===== src/rtl/reg_dump.sv =====
// Dumps a contiguous range of register-file entries as a valid/ready word stream.
// Keeps a running XOR checksum of every word the consumer accepts.
module reg_dump #(
    parameter logic [3:0] FIRST_REG = 4'd0,
    parameter logic [3:0] LAST_REG  = 4'd15
) (
    input  logic        i_clk,
    input  logic        i_rst,
    input  logic        i_start,
    input  logic        i_abort,
    output logic [3:0]  o_rd_reg,
    input  logic [15:0] i_rd_data,
    output logic        o_out_valid,
    input  logic        i_out_ready,
    output logic [15:0] o_out_data,
    output logic [3:0]  o_out_index,
    output logic        o_out_last,
    output logic        o_busy,
    output logic        o_done,
    output logic [15:0] o_checksum
);

    localparam logic [1:0] S_IDLE = 2'd0;
    localparam logic [1:0] S_READ = 2'd1;
    localparam logic [1:0] S_SEND = 2'd2;
    localparam logic [1:0] S_DONE = 2'd3;

    // An inverted range produces an empty dump that completes immediately.
    localparam logic EMPTY_RANGE = (FIRST_REG > LAST_REG);

    logic [1:0]  r_state;
    logic [3:0]  r_index;
    logic [15:0] r_out_data;
    logic [3:0]  r_out_index;
    logic        r_out_last;
    logic [15:0] r_checksum;

    always_ff @(posedge i_clk) begin
        if (i_rst) begin
            r_state     <= S_IDLE;
            r_index     <= FIRST_REG;
            r_out_data  <= 16'h0000;
            r_out_index <= 4'd0;
            r_out_last  <= 1'b0;
            r_checksum  <= 16'h0000;
        end else begin
            case (r_state)
                S_IDLE: begin
                    if (i_start && !i_abort) begin
                        r_index    <= FIRST_REG;
                        r_checksum <= 16'h0000;
                        r_state    <= EMPTY_RANGE ? S_DONE : S_READ;
                    end
                end
                S_READ: begin
                    if (i_abort) begin
                        r_state <= S_IDLE;
                    end else begin
                        r_out_data  <= i_rd_data;
                        r_out_index <= r_index;
                        r_out_last  <= (r_index == LAST_REG);
                        r_state     <= S_SEND;
                    end
                end
                S_SEND: begin
                    // A word handed over in the abort cycle still counts toward the checksum.
                    if (i_out_ready) begin
                        r_checksum <= r_checksum ^ r_out_data;
                        if (i_abort) begin
                            r_state <= S_IDLE;
                        end else if (r_out_last) begin
                            r_state <= S_DONE;
                        end else begin
                            r_index <= r_index + 4'd1;
                            r_state <= S_READ;
                        end
                    end else if (i_abort) begin
                        r_state <= S_IDLE;
                    end
                end
                S_DONE: begin
                    r_state <= S_IDLE;
                end
                default: begin
                    r_state <= S_IDLE;
                end
            endcase
        end
    end

    assign o_rd_reg    = r_index;
    assign o_out_valid = (r_state == S_SEND);
    assign o_out_data  = r_out_data;
    assign o_out_index = r_out_index;
    assign o_out_last  = r_out_last;
    assign o_busy      = (r_state == S_READ) || (r_state == S_SEND);
    assign o_done      = (r_state == S_DONE);
    assign o_checksum  = r_checksum;

endmodule

===== config.mk =====
export PLATFORM = sky130hd
export DESIGN_NAME = reg_dump
export DESIGN_NICKNAME = d
export VERILOG_FILES = /design/src/rtl/reg_dump.sv
export SDC_FILE = /design/constraint.sdc
export NUM_CORES = 1
export LEC_CHECK = 0
export CAP_MARGIN = 0
export CORE_MARGIN = 2
export CORE_UTILIZATION = 40
export DETAILED_ROUTE_END_ITERATION = 8
export DONT_BUFFER_PORTS = 1
export PLACE_DENSITY = 0.5
export SYNTH_ARGS = -nofsm -noshare
export SYNTH_HDL_FRONTEND = slang
export SYNTH_SLANG_ARGS = --single-unit

===== constraint.sdc =====
create_clock -name i_clk -period 4.75 [get_ports i_clk]
set_input_delay 0.7125 -clock i_clk [delete_from_list [all_inputs] [get_ports i_clk]]
set_output_delay 0.7125 -clock i_clk [all_outputs]
set_load 0.02 [all_outputs]

==> flow_summary.yaml, run 1 <==
routing:
  first_iter_violations: 65
  vias: 1504
  avgRoutedWirePerCell_um: 15.5
  detail_route.wirelength_um: 4290
  drt.antenna.violating_nets: 0
  drt_pre_antenna_iters: 4
  viasPerCell: 5.43
  drc: 0
synthesis:
  mean_area_per_synthesized_cell_um2: 8.20
  post_synth_and_or_nand_nor_area_fraction: 0.169
  seq_total_area_yosys: 0.457
  synth_enable_flop_cells: 0
  number_of_storage_elements_in_the_synthesis_netlist: 43
  synth_cell_type_count: 28
  synth_area_leader_cell: "sky130_fd_sc_hd__dfxtp_1"
  yosys.area.top_type_share: 0.457
  largest_family_of_logic_cells_by_synthesized_area: "compound AO/OA/AOI/OAI gates"
  dominantRegCellSynth: "sky130_fd_sc_hd__dfxtp_1"
  yosys-mux-area-fraction: 0.0106
  synth.most_common_cell: "sky130_fd_sc_hd__dfxtp_1"
  synth_area_leaders: "sky130_fd_sc_hd__dfxtp_1 46%, sky130_fd_sc_hd__nand2_1 8.4%, sky130_fd_sc_hd__xnor2_1 7.0%"
  synth_xor_area_frac: 0.0697
  postSynthNetCount: 258
  compound_gate_fraction_of_synth_area: 0.179
  yosys_warnings: 0
  postSynthCellCount: 230
  syn-cell-area_um2: 1890
  asyncSetResetFlopFracSynth: 0
  post_synth_fa_ha_maj_area_fraction: 0.0464
  synth.cells.most_frequent: "43 x sky130_fd_sc_hd__dfxtp_1, 42 x sky130_fd_sc_hd__nand2_1, 25 x sky130_fd_sc_hd__a21oi_1"
timing:
  hold_viol_final: 0
  setup_slack_ns: 2.38
  hold_slack_ns: 0.477
  setup_violations: 0
  maximum_clock_skew_at_final_layout_ns: 0.00420
  timing_worst_slew_pin_value_ns: 0.853
  timing.final.max_slew_violations: 0
  max_freq_mhz: 421
  setup_repair_after_global_routing_missed_its_margin: "no"
  final.min_clock_period_ns: 2.37
  layout_worst_path_cycle_share: 0.500
  slew_headroom: 0.420
  setup_tns_ns: 0
setup_path:
  path_class: "reg2reg"
  cells_along_the_critical_path: "inv_1, ha_1, mux2i_2, a211oi_1, xnor2_1, nor2_1"
  regToRegSetupSlack_ns: 2.38
  critical_path_required_ns: 4.92
  path_max_fanout: 22
  critPathLaunchType: "flip-flop"
  crit_slowest_cell: "sky130_fd_sc_hd__ha_1"
  end_kind: "flip-flop"
  cp_data_arrival_time_ns: 2.55
  timing.critical_path.slowest_cell_delay_ns: 0.71
placement:
  last_weighted_congestion_value_of_the_routability_driven_placer: 0.817
  post_dp_cell_area_um2: 1900
  dp_hpwl_um: 2990
  pre_cts_slack_ns: 2.06
  port_buffers: 0
power_and_ir_drop:
  cellLeakagePower_uw: 0.000645
  p_clk_frac: 0.321
  power_switching_uw: 205
  cellInternalPower_uw: 501
  seq_power_share: 0.563
  proportion_of_total_power_due_to_net_switching: 0.290
  power.density_nw_per_um2: 354
  combPwrFrac: 0.116
  power.ir.vdd_worst_mv: 0.164
global_route:
  antenna_violations_before_repair: 0
  globalRoute.totalOverflow: 0
  groute.usage.overall: 0.173
  grt_max_degree: 30
  via_count_of_the_first_global_routing_pass: 1476
  grt_first_pass_wirelength_um: 7070
hold_path:
  worst_hold_path_type: "in2reg"
floorplan:
  dieArea_um2: 5280
  pin_count: 65
  starting_density: 0.424
  fp.coreArea_um2: 4440
  vertical_die_dimension_um: 72.7
  rows: 24
  die_w_um: 72.7
run_status:
  result_of_the_run: "complete, no violations"
clock_tree:
  cts_htree_levels: 2
  post_cts_setup_repair_bufs: 0
  cts_tree: "yes"
  cts_hold_buf: 0
  buffer_type_at_the_clock_tree_root: "sky130_fd_sc_hd__clkbuf_8"
  path_clk_slew_ns: 0.08
  cts_resized: 0
  clock_sink_count: 43
  clock_tree_buffer_depth: 2
  clock_insertion_delay_worst_skew_ns: 0.30
  number_of_cts_inserted_buffers: 5
job:
  maxCapViolations: 0
finish:
  final_cell_area_um2: 1990
  layout-drive-gt1-share: 0.0444
  final_core_util: 0.448
  num_antenna_cells: 0
  nets: 252
  area_growth_pct: 5.64
-- critical path, delay by kind of cell, from the launching register on --
kind | cells | cell delay (ns)
buf+inv | 1 | 0.15
simple gates | 1 | 0.05
xor+xnor | 1 | 0.16
flops | 1 | 0.34
fa+ha+maj | 1 | 0.71
compound gates | 1 | 0.40
mux | 1 | 0.44
-- metrics by stage --
step	total power (uW)	std cells
2_1_floorplan	472	230
3_3_place_gp	485	269
3_5_place_dp	487	269
4_1_cts	716	277
5_1_grt	745	277
6_report	705	277
-- cell families (layout without fill, tap and decap cells) --
| family | Yosys count | in the layout |
|---|---|---|
| adders and majority gates | 7 | 7 |
| xor gates and xnor gates | 15 | 15 |
| buffers and inverters | 34 | 29 |
| and+or+nand+nor | 75 | 75 |
| DFF | 43 | 43 |
| muxes | 2 | 2 |
| AOI/OAI and AO/OA | 54 | 54 |
-- cells in the final DEF, fill, tap and decap left out, types with 2 or more instances in the layout --
cell type                   n
sky130_fd_sc_hd__a211oi_1  16
sky130_fd_sc_hd__a21oi_1   25
sky130_fd_sc_hd__a31oi_1    4
sky130_fd_sc_hd__clkbuf_8   5
sky130_fd_sc_hd__dfxtp_1   43
sky130_fd_sc_hd__ha_1       7
sky130_fd_sc_hd__inv_1     20
sky130_fd_sc_hd__nand2_1   42
sky130_fd_sc_hd__nand2b_1   3
sky130_fd_sc_hd__nand3_1    3
sky130_fd_sc_hd__nand4b_1   2
sky130_fd_sc_hd__nor2_1    19
sky130_fd_sc_hd__o21ai_0    4
sky130_fd_sc_hd__xnor2_1   15
-- per-layer routing --
layer  GRT usage  wire length (um)
met1       0.194              1880
met2       0.292              2030
met3      0.0649               297
met4      0.0761                87
met5           0                 0
-- worst paths after layout --
check	startpoint	to	cells after the start
worst max-delay path	r_state[0]$_SDFFE_PP0P_	o_checksum[1]$_SDFFE_PP0P_	6
worst min-delay path	i_rst	o_out_data[12]$_SDFFE_PP0P_	1
worst max register to register	r_state[0]$_SDFFE_PP0P_	o_checksum[1]$_SDFFE_PP0P_	6
worst min register to register	r_state[0]$_SDFFE_PP0P_	r_state[0]$_SDFFE_PP0P_	2
-- area by class of cell --
cell class | instances | area [um^2]
Inverter | 20 | 75.1
Sequential cell | 43 | 861
Multi-Input combinational cell | 153 | 898
Clock buffer | 6 | 72.6
Clock inverter | 2 | 12.5
Tap cell | 52 | 65.1
Fill cell | 448 | 2450
Timing Repair Buffer | 1 | 7.51
-- power by group through the flow --
stage               registers [uW]  logic, uW  clock network (uW)
floorplan                      402       69.8                   0
global placement               405       79.8                   0
detailed placement             406       81.3                   0
CTS                            397       81.7                 237
global route                   399       93.7                 252
finish                         397       82.1                 226
Power figures use the tool's default switching activity.
==> run 2, diff against run 1 <==
ABC_AREA = 1   (was default)
clock period = 2.2 ns   (was 4.75 ns; I/O delays follow)
==> run 2 against run 1 <==
  * Power rose by 140%
  * Global-route usage is 0.79 points higher
  * Sequential share of layout area down 3.1 points
  * Critical path depth grew 2
  * Largest cell class unchanged
  * Count of clock-buffer cells in the layout increased by 2
  * Clock skew is 0.0010 ns lower
  * Combinational power increased to 2.8 times the previous value
  * Via count rose by 11%
  * Register-to-register slack worse by 1.9 ns
  * Area after synthesis up 7.0%
  * Critical endpoint is now o_checksum[11]$_SDFFE_PP0P_
==> flow_summary.yaml, run 2 <==
run_status:
  result_of_the_run: "complete, no violations"
synthesis:
  synth_area_leader_cell: "sky130_fd_sc_hd__dfxtp_1"
  synth_enable_flop_cells: 0
  yosys_warnings: 0
  number_of_storage_elements_in_the_synthesis_netlist: 43
  syn-cell-area_um2: 2020
  synth.most_common_cell: "sky130_fd_sc_hd__nor2_1"
  postSynthCellCount: 276
  synth.cells.most_frequent: "61 x sky130_fd_sc_hd__nor2_1, 54 x sky130_fd_sc_hd__nand2_1, 43 x sky130_fd_sc_hd__dfxtp_1"
  synth_cell_type_count: 24
  asyncSetResetFlopFracSynth: 0
  postSynthNetCount: 304
  seq_total_area_yosys: 0.427
  synth_area_leaders: "sky130_fd_sc_hd__dfxtp_1 43%, sky130_fd_sc_hd__nor2_1 11%, sky130_fd_sc_hd__nand2_1 10%"
  mean_area_per_synthesized_cell_um2: 7.31
  dominantRegCellSynth: "sky130_fd_sc_hd__dfxtp_1"
  yosys.area.top_type_share: 0.427
clock_tree:
  cts_resized: 0
  path_clk_slew_ns: 0.08
  number_of_cts_inserted_buffers: 5
  clock_sink_count: 43
  cts_htree_levels: 2
  post_cts_setup_repair_bufs: 0
  clock_insertion_delay_worst_skew_ns: 0.29
  cts_hold_buf: 0
  clock_tree_buffer_depth: 2
  buffer_type_at_the_clock_tree_root: "sky130_fd_sc_hd__clkbuf_8"
  cts_tree: "yes"
timing:
  hold_viol_final: 0
  setup_violations: 0
  final.min_clock_period_ns: 1.74
  slew_headroom: 0.509
  timing.final.max_slew_violations: 0
  layout_worst_path_cycle_share: 0.792
  setup_slack_ns: 0.457
  timing_worst_slew_pin_value_ns: 0.735
  setup_tns_ns: 0
  max_freq_mhz: 574
  setup_repair_after_global_routing_missed_its_margin: "no"
  maximum_clock_skew_at_final_layout_ns: 0.00317
global_route:
  grt_max_degree: 24
  grt_first_pass_wirelength_um: 7650
  groute.usage.overall: 0.181
  globalRoute.totalOverflow: 0
  antenna_violations_before_repair: 0
  via_count_of_the_first_global_routing_pass: 1557
routing:
  viasPerCell: 4.89
  drt_pre_antenna_iters: 4
  drt.antenna.violating_nets: 0
  detail_route.wirelength_um: 4820
  avgRoutedWirePerCell_um: 14.1
  vias: 1674
  first_iter_violations: 77
  drc: 0
placement:
  dp_hpwl_um: 3300
  last_weighted_congestion_value_of_the_routability_driven_placer: 0.774
  pre_cts_slack_ns: 0.473
  port_buffers: 0
job:
  maxCapViolations: 0
finish:
  layout-drive-gt1-share: 0.0764
  fillCellCount: 493
  area_growth_pct: 6.39
  most-common-layout-cells: "61 x sky130_fd_sc_hd__nor2_1, 54 x sky130_fd_sc_hd__nand2_1, 43 x sky130_fd_sc_hd__dfxtp_1"
  final_common_cell: "sky130_fd_sc_hd__nor2_1"
  num_antenna_cells: 0
  nets: 302
power_and_ir_drop:
  power.ir.vdd_worst_mv: 0.490
  combPwrFrac: 0.138
  p_clk_frac: 0.325
  proportion_of_total_power_due_to_net_switching: 0.296
  seq_power_share: 0.537
  power.density_nw_per_um2: 781
  power_switching_uw: 496
  cellLeakagePower_uw: 0.000773
  cellInternalPower_uw: 1180
floorplan:
  starting_density: 0.422
  die_w_um: 75.0
  vertical_die_dimension_um: 75.0
  pin_count: 65
  dieArea_um2: 5630
  fp.coreArea_um2: 4790
  rows: 25
setup_path:
  cells_along_the_critical_path: "inv_1, ha_1, inv_6, nand2_4, o21ai_2, nor2_4, nand2_1, a21oi_1"
  path_class: "reg2reg"
  critPathLaunchType: "flip-flop"
  end_kind: "flip-flop"
  cp_data_arrival_time_ns: 1.96
  critical_path_required_ns: 2.42
  path_max_fanout: 19
  crit_slowest_cell: "sky130_fd_sc_hd__ha_1"
  timing.critical_path.slowest_cell_delay_ns: 0.38
hold_path:
  worst_hold_path_type: "in2reg"
==> run 2: layer usage <==
metal | global-route usage | up-vias | part of all wire
met5 | 0 | - | 0
met4 | 0.0476 | 0 | 0.0081
met3 | 0.0696 | 5 | 0.083
met2 | 0.284 | 45 | 0.45
met1 | 0.234 | 764 | 0.46
li1 | - | 860 | -
==> run 2: final timing paths <==
| path | depth (start not counted) | to | slack [ns] | start |
|---|---|---|---|---|
| setup / recovery | 8 | o_checksum[11]$_SDFFE_PP0P_ | 0.46 | r_state[0]$_SDFFE_PP0P_ |
| hold / removal | 1 | o_checksum[6]$_SDFFE_PP0P_ | 0.10 | i_rst |
| setup reg to reg | 8 | o_checksum[11]$_SDFFE_PP0P_ | 0.46 | r_state[0]$_SDFFE_PP0P_ |
| hold reg to reg | 2 | r_state[1]$_SDFFE_PP0P_ | 0.55 | r_state[1]$_SDFFE_PP0P_ |
==> run 2: logic make-up after synthesis <==
logic type	Yosys count	share of synthesized area
and+or+nand+nor	131	0.263
AOI/OAI and AO/OA	48	0.124
DFF	43	0.427
buffers and inverters	32	0.0781
xor gates and xnor gates	15	0.0651
adders and majority gates	7	0.0434
==> run 2: critical path, delay by kind of cell (launching register included) <==
| kind | cells | cell delay [ns] |
|---|---|---|
| buffers and inverters | 2 | 0.29 |
| adders and majority gates | 1 | 0.38 |
| DFF | 1 | 0.34 |
| and+or+nand+nor | 3 | 0.46 |
| AOI/OAI and AO/OA | 2 | 0.20 |
==> run 2: power groups by stage <==
stage	logic, uW	registers [uW]	clock network [uW]
after floorplan	205	909	0
after global placement	234	919	0
after detailed placement	235	920	0
after CTS	236	901	562
after global routing	265	908	597
final	231	900	546
==> run 2: cell type report <==
class                           count  area, um^2  share of cell area
Timing Repair Buffer                3        22.5              0.0105
Tap cell                           67        83.8              0.0390
Multi-Input combinational cell    201        1000               0.466
Inverter                           20        80.1              0.0373
Clock buffer                        8         100              0.0466
Sequential cell                    43         861               0.401
==> run 2: through the flow <==
| step | util | hold slack (ns) | instances | area [um^2] | total power (uW) |
|---|---|---|---|---|---|
| 3_5_place_dp | 0.428 | 0.405 | 334 | 2050 | 1150 |
| 5_1_grt | 0.449 | 0.0822 | 342 | 2150 | 1770 |
| 2_1_floorplan | - | 0.492 | 276 | 2020 | 1110 |
| 6_report | 0.449 | 0.101 | 342 | 2150 | 1680 |
| 3_3_place_gp | 0.428 | 0.402 | 334 | 2050 | 1150 |
| 4_1_cts | 0.449 | 0.0908 | 342 | 2150 | 1700 |
==> run 3, diff against run 2 <==
ABC_AREA = 0   (was 1)
clock period = 1.7 ns   (was 2.2 ns; I/O delays follow)
==> run 3 against run 2 <==
  * Maximum frequency up 7.4%
  * Routed wire length down 7.6%
  * Clock skew up 0.0013 ns
  * Critical path depth down 2
  * Sequential cell count unchanged
  * Sequential power up 23%
  * Cell count down 14%
  * Non-clock buffer count up 15
  * Power up 33%
  * Register-to-register slack worse by 0.38 ns
  * Critical path type unchanged
  * Largest power group unchanged
==> flow_summary.yaml, run 3 (synthesis gave the netlist of run 1 again) <==
timing:
  setup_violations: 0
  hold_viol_final: 0
  max_freq_mhz: 616
  timing.final.max_slew_violations: 0
  setup_tns_ns: 0
  setup_repair_after_global_routing_missed_its_margin: "yes"
  layout_worst_path_cycle_share: 0.955
  maximum_clock_skew_at_final_layout_ns: 0.00452
  timing_worst_slew_pin_value_ns: 0.366
  slew_headroom: 0.755
  final.min_clock_period_ns: 1.62
  setup_slack_ns: 0.0770
routing:
  avgRoutedWirePerCell_um: 15.1
  viasPerCell: 5.44
  first_iter_violations: 54
  drt.antenna.violating_nets: 0
  drt_pre_antenna_iters: 4
  routedLengthMet1_um: 1880
  wl_met3_um: 382
  met2_wirelength_um: 2130
  top_signal_layer_used: "met4"
  vias: 1599
  drc: 0
  detail_route.wirelength_um: 4450
global_route:
  grt_max_degree: 30
  globalRoute.totalOverflow: 0
  groute.usage.overall: 0.178
  antenna_violations_before_repair: 0
  grt_first_pass_wirelength_um: 7310
  via_count_of_the_first_global_routing_pass: 1587
finish:
  area_growth_pct: 18.8
  seqCellArea_um2: 866
  final_core_util: 0.504
  final_common_cell: "sky130_fd_sc_hd__nand2_1"
  most-common-layout-cells: "42 x sky130_fd_sc_hd__nand2_1, 41 x sky130_fd_sc_hd__dfxtp_1, 24 x sky130_fd_sc_hd__a21oi_1"
  layout-drive-gt1-share: 0.174
  num_antenna_cells: 0
  multi_input_comb_area_um2: 952
  fillCellCount: 444
  nets: 269
  layoutNonFillerInstCount: 294
placement:
  last_weighted_congestion_value_of_the_routability_driven_placer: 0.782
  dp_hpwl_um: 3250
  place_inst: 285
  port_buffers: 0
  pre_cts_slack_ns: -0.0132
setup_path:
  path_max_fanout: 6
  worst_setup_path_startpoint: "r_state[0]$_SDFFE_PP0P_"
  cp_data_arrival_time_ns: 1.84
  timing.reg2reg.worst_path_depth: 6
  critical_path_required_ns: 1.92
  critPathLaunchType: "flip-flop"
  worstReg2RegStart: "r_state[0]$_SDFFE_PP0P_"
  end_kind: "flip-flop"
  path_class: "reg2reg"
clock_tree:
  number_of_cts_inserted_buffers: 5
  clock_sink_count: 43
  cts_htree_levels: 2
  buffer_type_at_the_clock_tree_root: "sky130_fd_sc_hd__clkbuf_8"
  clock_insertion_delay_worst_skew_ns: 0.29
  cts_hold_buf: 0
  cts_tree: "yes"
  clock_tree_buffer_depth: 2
  path_clk_slew_ns: 0.08
power_and_ir_drop:
  power.density_nw_per_um2: 999
  cellLeakagePower_uw: 0.000763
  total_power_uw: 2240
  power.ir.vdd_worst_mv: 0.449
floorplan:
  dieArea_um2: 5280
  starting_density: 0.424
  pin_count: 65
  die_w_um: 72.7
  rows: 24
  fp.coreArea_um2: 4440
  vertical_die_dimension_um: 72.7
hold_path:
  whs_path_depth: 1
  worst_hold_path_type: "in2reg"
  critical_hold_path_startpoint: "i_rst"
run_status:
  result_of_the_run: "complete, no violations"
job:
  maxCapViolations: 0
## run 3: final timing paths
kind	end	slack [ns]
max reg2reg	o_rd_reg[3]$_SDFFE_PP0P_	0.08
max	o_rd_reg[3]$_SDFFE_PP0P_	0.08
min reg2reg	o_rd_reg[1]$_SDFFE_PP0P_	0.53
min	r_state[1]$_SDFFE_PP0P_	0.02
## run 3: stage by stage
stage / hold slack (ns) / cell area, um^2
after floorplan: 0.391 / 1910
after global placement: 0.328 / 2070
after detailed placement: 0.330 / 2070
after CTS: 0.00859 / 2200
after global routing: 0.00197 / 2240
final: 0.0248 / 2240
## run 3: report_power, final
group          leakage [uW]  internal [uW]  switching [uW]  total (uW)
clock             0.0000612            475             336         812
sequential         0.000349           1040            67.1        1110
combinational      0.000353            131             188         319
total              0.000763           1650             592        2240
## run 3: worst max-delay path, cell delays in order (launching register included)
cell and delay [ns]:
sky130_fd_sc_hd__dfxtp_2 0.33, sky130_fd_sc_hd__inv_2 0.08, sky130_fd_sc_hd__ha_2 0.25, sky130_fd_sc_hd__buf_4 0.17
sky130_fd_sc_hd__inv_1 0.07, sky130_fd_sc_hd__or4_1 0.50, sky130_fd_sc_hd__a31oi_1 0.16
## run 3: cell type report
cell class | count | area share
multi-input combinational | 153 | 0.425
inverter | 20 | 0.0335
clock buffer | 6 | 0.0369
tap | 52 | 0.0291
timing repair buffer | 18 | 0.0732
clock inverter | 2 | 0.0156
sequential | 43 | 0.387
## run 3: repair_timing
| action | 4_1_cts | 5_1_grt |
|---|---|---|
| setup endpoints to repair | 2 | 16 |
| gates resized for setup | 2 | 11 |
| pin swaps | 0 | 1 |
| setup buffers | 0 | 1 |
## run 3: metal layers
metal  vias up  GRT usage
met5         -          0
met4         0     0.0658
met3         7     0.0718
met2        56      0.306
met1       747      0.196
li1        789          -
